==> config.mk <==
export PLATFORM = sky130hd
export DESIGN_NAME = btb_predictor
export DESIGN_NICKNAME = d
export VERILOG_FILES = /design/src/rtl/btb_pkg.sv /design/src/rtl/sat_counter.sv /design/src/rtl/btb_predictor.sv
export SDC_FILE = /design/constraint.sdc
export NUM_CORES = 1
export LEC_CHECK = 0
export CORE_UTILIZATION = 43
export DETAILED_ROUTE_END_ITERATION = 16
export MAX_ROUTING_LAYER = met4
export REMOVE_ABC_BUFFERS = 1
export SETUP_SLACK_MARGIN = 0.3
export SYNTH_ARGS = -nofsm -noshare
export SYNTH_HDL_FRONTEND = slang
export SYNTH_SLANG_ARGS = --single-unit
==> constraint.sdc <==
create_clock -name clk -period 20.6 [get_ports clk]
set_clock_uncertainty 0.2 [all_clocks]
set_input_delay 3.09 -clock clk [delete_from_list [all_inputs] [get_ports clk]]
set_output_delay 3.09 -clock clk [all_outputs]
set_load 0.02 [all_outputs]
==> src/rtl/btb_pkg.sv <==
// ============================================================================
// Module : btb_pkg
// Desc   : Shared types, slicing helpers and counter constants for the BTB.
// Rev    : 1.0
// ============================================================================
`default_nettype none

package btb_pkg;

    localparam int BTB_MAX_W = 32;
    localparam int CTR_MAX_W = 8;

    // Fields are sized for the widest supported PC; unused upper bits stay zero.
    typedef struct packed {
        logic                 valid;
        logic                 cond;
        logic [BTB_MAX_W-1:0] tag;
        logic [BTB_MAX_W-1:0] target;
    } btb_entry_t;

    function automatic logic [CTR_MAX_W-1:0] ctr_weak_nt(input int bits);
        return (CTR_MAX_W'(1) << (bits - 1)) - CTR_MAX_W'(1);
    endfunction

    function automatic logic [CTR_MAX_W-1:0] ctr_weak_t(input int bits);
        return CTR_MAX_W'(1) << (bits - 1);
    endfunction

    function automatic logic [BTB_MAX_W-1:0] btb_index(input logic [BTB_MAX_W-1:0] pc,
                                                       input int ib);
        return pc & ((BTB_MAX_W'(1) << ib) - BTB_MAX_W'(1));
    endfunction

    function automatic logic [BTB_MAX_W-1:0] btb_tag(input logic [BTB_MAX_W-1:0] pc,
                                                     input int ib);
        return pc >> ib;
    endfunction

endpackage

`default_nettype wire

==> src/rtl/sat_counter.sv <==
// ============================================================================
// Module : sat_counter
// Desc   : Saturating direction counter; load forces weakly-taken.
// Rev    : 1.0
// ============================================================================
`default_nettype none

module sat_counter
    import btb_pkg::*;
#(
    parameter int CTR_BITS = 2
) (
    input  logic clk,
    input  logic reset,
    input  logic i_inc,
    input  logic i_dec,
    input  logic i_load,
    output logic o_taken
);

    localparam logic [CTR_BITS-1:0] c_WEAK_NT = CTR_BITS'(ctr_weak_nt(CTR_BITS));
    localparam logic [CTR_BITS-1:0] c_WEAK_T  = CTR_BITS'(ctr_weak_t(CTR_BITS));
    localparam logic [CTR_BITS-1:0] c_MAX     = '1;
    localparam logic [CTR_BITS-1:0] c_ONE     = CTR_BITS'(1);

    logic [CTR_BITS-1:0] r_count;

    always_ff @(posedge clk or posedge reset) begin
        if (reset) begin
            r_count <= c_WEAK_NT;
        end else if (i_load) begin
            r_count <= c_WEAK_T;
        end else if (i_inc && (r_count != c_MAX)) begin
            r_count <= r_count + c_ONE;
        end else if (i_dec && (r_count != '0)) begin
            r_count <= r_count - c_ONE;
        end
    end

    assign o_taken = r_count[CTR_BITS-1];

endmodule

`default_nettype wire

==> src/rtl/btb_predictor.sv <==
// ============================================================================
// Module : btb_predictor
// Desc   : Direct-mapped BTB with saturating direction counters, optional gshare.
// Rev    : 1.0
// ============================================================================
`default_nettype none

module btb_predictor
    import btb_pkg::*;
#(
    parameter int WORD_SIZE  = 16,
    parameter int INDEX_BITS = 4,
    parameter int CTR_BITS   = 2,
    parameter int GHR_BITS   = 0,
    parameter int STAT_BITS  = 16
) (
    input  logic                 clk,
    input  logic                 reset,
    input  logic [WORD_SIZE-1:0] lookup_pc,
    output logic                 pred_hit,
    output logic                 pred_taken,
    output logic [WORD_SIZE-1:0] pred_target,
    input  logic                 upd_valid,
    input  logic [WORD_SIZE-1:0] upd_pc,
    input  logic                 upd_cond,
    input  logic                 upd_taken,
    input  logic [WORD_SIZE-1:0] upd_target,
    input  logic                 upd_mispredict,
    input  logic                 flush,
    output logic [STAT_BITS-1:0] stat_updates,
    output logic [STAT_BITS-1:0] stat_mispred
);

    localparam int c_ENTRIES = 1 << INDEX_BITS;

    btb_entry_t            r_entry [c_ENTRIES];
    logic [STAT_BITS-1:0]  r_stat_upd;
    logic [STAT_BITS-1:0]  r_stat_mis;
    logic [c_ENTRIES-1:0]  w_ctr_taken;
    logic [INDEX_BITS-1:0] w_ghr_ext;
    logic [INDEX_BITS-1:0] w_lk_idx;
    logic [INDEX_BITS-1:0] w_lk_cidx;
    logic [INDEX_BITS-1:0] w_up_idx;
    logic [INDEX_BITS-1:0] w_up_cidx;
    logic [BTB_MAX_W-1:0]  w_lk_tag;
    logic [BTB_MAX_W-1:0]  w_up_tag;
    logic                  w_up_hit;
    logic                  w_accept;
    logic                  w_alloc;

    assign w_lk_idx  = INDEX_BITS'(btb_index(BTB_MAX_W'(lookup_pc), INDEX_BITS));
    assign w_lk_tag  = btb_tag(BTB_MAX_W'(lookup_pc), INDEX_BITS);
    assign w_lk_cidx = w_lk_idx ^ w_ghr_ext;
    assign w_up_idx  = INDEX_BITS'(btb_index(BTB_MAX_W'(upd_pc), INDEX_BITS));
    assign w_up_tag  = btb_tag(BTB_MAX_W'(upd_pc), INDEX_BITS);
    assign w_up_cidx = w_up_idx ^ w_ghr_ext;

    assign pred_hit    = r_entry[w_lk_idx].valid && (r_entry[w_lk_idx].tag == w_lk_tag);
    assign pred_taken  = pred_hit && (!r_entry[w_lk_idx].cond || w_ctr_taken[w_lk_cidx]);
    assign pred_target = pred_taken ? WORD_SIZE'(r_entry[w_lk_idx].target)
                                    : lookup_pc + WORD_SIZE'(1);

    // Flush dominates any update presented in the same cycle.
    assign w_up_hit = r_entry[w_up_idx].valid && (r_entry[w_up_idx].tag == w_up_tag);
    assign w_accept = upd_valid && !flush;
    assign w_alloc  = w_accept && !w_up_hit && upd_taken;

    always_ff @(posedge clk or posedge reset) begin
        if (reset) begin
            for (int i = 0; i < c_ENTRIES; i++) begin
                r_entry[i] <= '0;
            end
        end else if (flush) begin
            for (int i = 0; i < c_ENTRIES; i++) begin
                r_entry[i].valid <= 1'b0;
            end
        end else if (upd_valid && upd_taken) begin
            if (w_up_hit) begin
                r_entry[w_up_idx].target <= BTB_MAX_W'(upd_target);
            end else begin
                r_entry[w_up_idx] <= '{valid:  1'b1,
                                       cond:   upd_cond,
                                       tag:    w_up_tag,
                                       target: BTB_MAX_W'(upd_target)};
            end
        end
    end

    for (genvar gi = 0; gi < c_ENTRIES; gi++) begin : g_ctr
        logic w_sel;
        assign w_sel = w_accept && (w_up_cidx == INDEX_BITS'(gi));
        sat_counter #(.CTR_BITS(CTR_BITS)) u_ctr (
            .clk     (clk),
            .reset   (reset),
            .i_inc   (w_sel && !w_alloc && upd_cond && upd_taken),
            .i_dec   (w_sel && !w_alloc && upd_cond && !upd_taken),
            .i_load  (w_sel && w_alloc),
            .o_taken (w_ctr_taken[gi])
        );
    end

    if (GHR_BITS > 0) begin : g_ghr
        logic [GHR_BITS-1:0] r_ghr;
        always_ff @(posedge clk or posedge reset) begin
            if (reset || flush) begin
                r_ghr <= '0;
            end else if (upd_valid && upd_cond) begin
                r_ghr <= GHR_BITS'({r_ghr, upd_taken});
            end
        end
        assign w_ghr_ext = INDEX_BITS'(r_ghr);
    end else begin : g_no_ghr
        assign w_ghr_ext = '0;
    end

    always_ff @(posedge clk or posedge reset) begin
        if (reset) begin
            r_stat_upd <= '0;
            r_stat_mis <= '0;
        end else if (w_accept) begin
            if (r_stat_upd != '1) begin
                r_stat_upd <= r_stat_upd + STAT_BITS'(1);
            end
            if (upd_mispredict && (r_stat_mis != '1)) begin
                r_stat_mis <= r_stat_mis + STAT_BITS'(1);
            end
        end
    end

    assign stat_updates = r_stat_upd;
    assign stat_mispred = r_stat_mis;

endmodule

`default_nettype wire

==> results.sh <==
export IMPL_multiInputGateArea_um2=13010
export IMPL_crit_path_end_kind="primary output"
export IMPL_dpl_hpwl_um=45060
export IMPL_leakage_uw=0.01375
export IMPL_met1_length_um=33290
export IMPL_setup_viol=0
export IMPL_routed_wl_um=75160
export IMPL_row_count=92
export IMPL_io_buffers=104
export IMPL_crit_path_start_kind="input pin"
export IMPL_synth_ff_type="dfrtp_1"
export IMPL_grt_max_degree=190
export IMPL_r2r_cells=9
export IMPL_slew_violations=0
export IMPL_crit_start="lookup_pc[0]"
export IMPL_clk_pin_slew_ns=0.06
export IMPL_power_uw=2847
export IMPL_power_density_nw_per_um2=91.03
export IMPL_fmax_mhz=77.97
export IMPL_crit_fanout=53
export IMPL_finalInstanceArea_um2=31270
export IMPL_clk_latency_ns=0.65
export IMPL_grt_setup_unrepaired="false"
export IMPL_p_sw_uw=738.6
export IMPL_cts_tree="built"
export IMPL_netlist_area_um2=27390
export IMPL_drive_above_1_share=0.4085
export IMPL_fp_dieArea_um2=64710
export IMPL_r2r_setup_slack_ns=15.73
export IMPL_postSynthCellCount=1953
export IMPL_overflow=0
export IMPL_intPower_uw=2108
export IMPL_initial_utilization=0.4350
export IMPL_clockBufferDepth=3
export IMPL_crit_required_ns=17.31
export IMPL_die_height_um=254.4
export IMPL_cts_hold_buf=0
export IMPL_fin_crit_sh=0.6226
export IMPL_status="finished, final reports clean"
export IMPL_critical_path_arrival_ns=9.54
export IMPL_regArea_um2=13630
export IMPL_timing_max_cap_violations=0
export IMPL_nFillCells=5470
export IMPL_io_pins=105
export IMPL_ys_types=58
export IMPL_final_hold_violation_count=0
export IMPL_placed_cell_area_um2=29190
export IMPL_cts_sinks=544
export IMPL_dr_pass1_iters=6
export IMPL_h_tree_depth=2
export IMPL_rr_startpoint="r_entry[901]"
export IMPL_hp_start="g_ctr[1].u_ctr.r_count[0]"
export IMPL_synth_avg_cell_area_um2=14.03
export IMPL_dr_wl_met2_um=36470
export IMPL_nNetsFinal=2070
export IMPL_place_congestion=0.8528
export IMPL_top_layer="met4"
export IMPL_antenna_found_initial=1
export IMPL_cts_post_setup_buffers_inserted=0
export IMPL_grt_pass1_vias=18162
export IMPL_wl_met3_um=3759
export IMPL_combPwrFrac=0.152
export IMPL_grt_pass1_wl_um=116200
export IMPL_worstSetupPathType="input pin to primary output"
export IMPL_drcViolationCount=0
export IMPL_root_buffer="clkbuf_16"
export IMPL_worstMarginPinSlew_ns=1.207
export IMPL_core_area_um2=62970
export IMPL_hold_path_depth=2
export IMPL_grt_usage=0.2470
export IMPL_hold_path_class="register to register"
export IMPL_vias=17257
export IMPL_relSlewSlack=0.1935
export IMPL_drtIter0Drc=1304
export IMPL_seq_power_share=0.456
export IMPL_ir_drop_uv=77.66
export IMPL_vias_per_cell=5.930
export IMPL_final_min_clock_period_ns=12.83
export IMPL_syn2layout_area_growth_pct=14.17
export IMPL_final_util=0.4967
export IMPL_postRouteAntennaNets=0
export IMPL_yosysSeqAreaShare=0.4977
export IMPL_tns_ns=0
export IMPL_wire_per_inst_um=25.83
export IMPL_power_frac_clock=0.392
export IMPL_ys_async_sr_fraction=1.000
export IMPL_die_w_um=254.4
export IMPL_synth_edf_count=0
export IMPL_ys_ff_latch=544
export IMPL_numCtsBuffers=61
export IMPL_ys_warn_count=0
export IMPL_cts_resized=0
export IMPL_p_sw_frac=0.2594
## metal layers
layer / vias up / global-route usage
li1: 7402 / -
met1: 9319 / 0.3355
met2: 434 / 0.3893
met3: 102 / 0.03705
met4: 0 / 0.06299
met5: - / -
## cell families after synthesis
logic type                 Yosys count  synth area share
AOI/OAI and AO/OA                  173           0.04024
xor gates and xnor gates            77           0.02462
adders and majority gates            3          0.001371
buffers and inverters              181           0.02823
DFF                                544            0.4977
muxes                              702            0.3610
and+or+nand+nor                    273           0.04682
## per-stage QoR
stage | setup slack [ns] | hold WS [ns] | cells
final | 7.774 | 0.2739 | 2910
after global routing | 7.268 | 0.2908 | 2908
after CTS | 7.725 | 0.2705 | 2907
after detailed placement | 7.728 | 0.2606 | 2795
after global placement | 7.742 | 0.2551 | 2795
after floorplan | 2.129 | 0.2488 | 1799
## flip-flops by register name (all words and copies together), names as in the netlist
name	cells
g_ctr.u_ctr.r_count	32
r_entry	480
stat_mispred	16
stat_updates	16
## path summary, 6_finish.rpt
kind	endpoint
worst max-delay path	pred_target[8]
worst min-delay path	g_ctr[1].u_ctr.r_count[0]
worst max register to register	r_entry[895]
worst min register to register	g_ctr[1].u_ctr.r_count[0]
max in group asynchronous	stat_updates[10]
min in group asynchronous	r_entry[965]
## power by group through the flow
| stage | Clock (uW) | Sequential, uW | Combinational, uW |
|---|---|---|---|
| after floorplan | 0 | 1300 | 288 |
| after global placement | 0 | 1310 | 426 |
| after detailed placement | 0 | 1310 | 437 |
| after CTS | 1140 | 1300 | 438 |
| after global routing | 1190 | 1320 | 469 |
| final | 1110 | 1300 | 433 |
## cell usage after synthesis, drive strengths merged (5+ instances only)
library cell	count	share of area
nor2	58	0.0079
a211oi	12	0.0035
nor2b	17	0.0039
buf	61	0.012
o22ai	9	0.0021
nand3	37	0.0068
inv	26	0.0036
nor3	18	0.0033
dfrtp	528	0.48
o21ai	41	0.0075
a31oi	5	0.0011
a21boi	12	0.0033
o31ai	7	0.0019
mux2i	44	0.016
dfstp	16	0.015
a21oi	47	0.0086
nand4	9	0.0021
nand2	92	0.013
mux2	477	0.20
xnor2	63	0.020
and2	7	0.0017
nand2b	7	0.0016
a22oi	6	0.0016
and3	13	0.0030
clkbuf	93	0.013
xor2	14	0.0045
mux4	181	0.15
## cells in the final DEF, fill, tap and decap left out, types with 44 or more instances in the layout
cell             instances
a21oi_1                 47
buf_4                   47
nor2_1                  50
clkbuf_16               62
mux4_2                 181
mux2_2                 477
nand2_1                 91
dfrtp_1                528
clkdlybuf4s50_1         97
xnor2_1                 63
mux2i_1                 44
## critical path, cell delays in order
cell             delay (ns)
clkbuf_8               0.34
buf_4                  0.78
buf_4                  0.89
mux4_2                 0.59
nor2b_1                0.14
a211oi_1               0.24
a21oi_1                0.08
xnor2_1                0.24
nand3_1                0.12
nor4_2                 0.97
and2_1                 0.98
mux2_2                 0.43
clkdlybuf4s50_1        0.55
## cell type report
cell class                      instances  share of cell area
Multi-Input combinational cell       1228              0.4160
Antenna cell                            3           0.0002400
Sequential cell                       544              0.4359
Clock buffer                           91             0.05789
Inverter                               27            0.003481
Clock inverter                         21            0.008362
Tap cell                              846             0.03385
Timing Repair Buffer                  150             0.04425
Power figures use the tool's default switching activity.
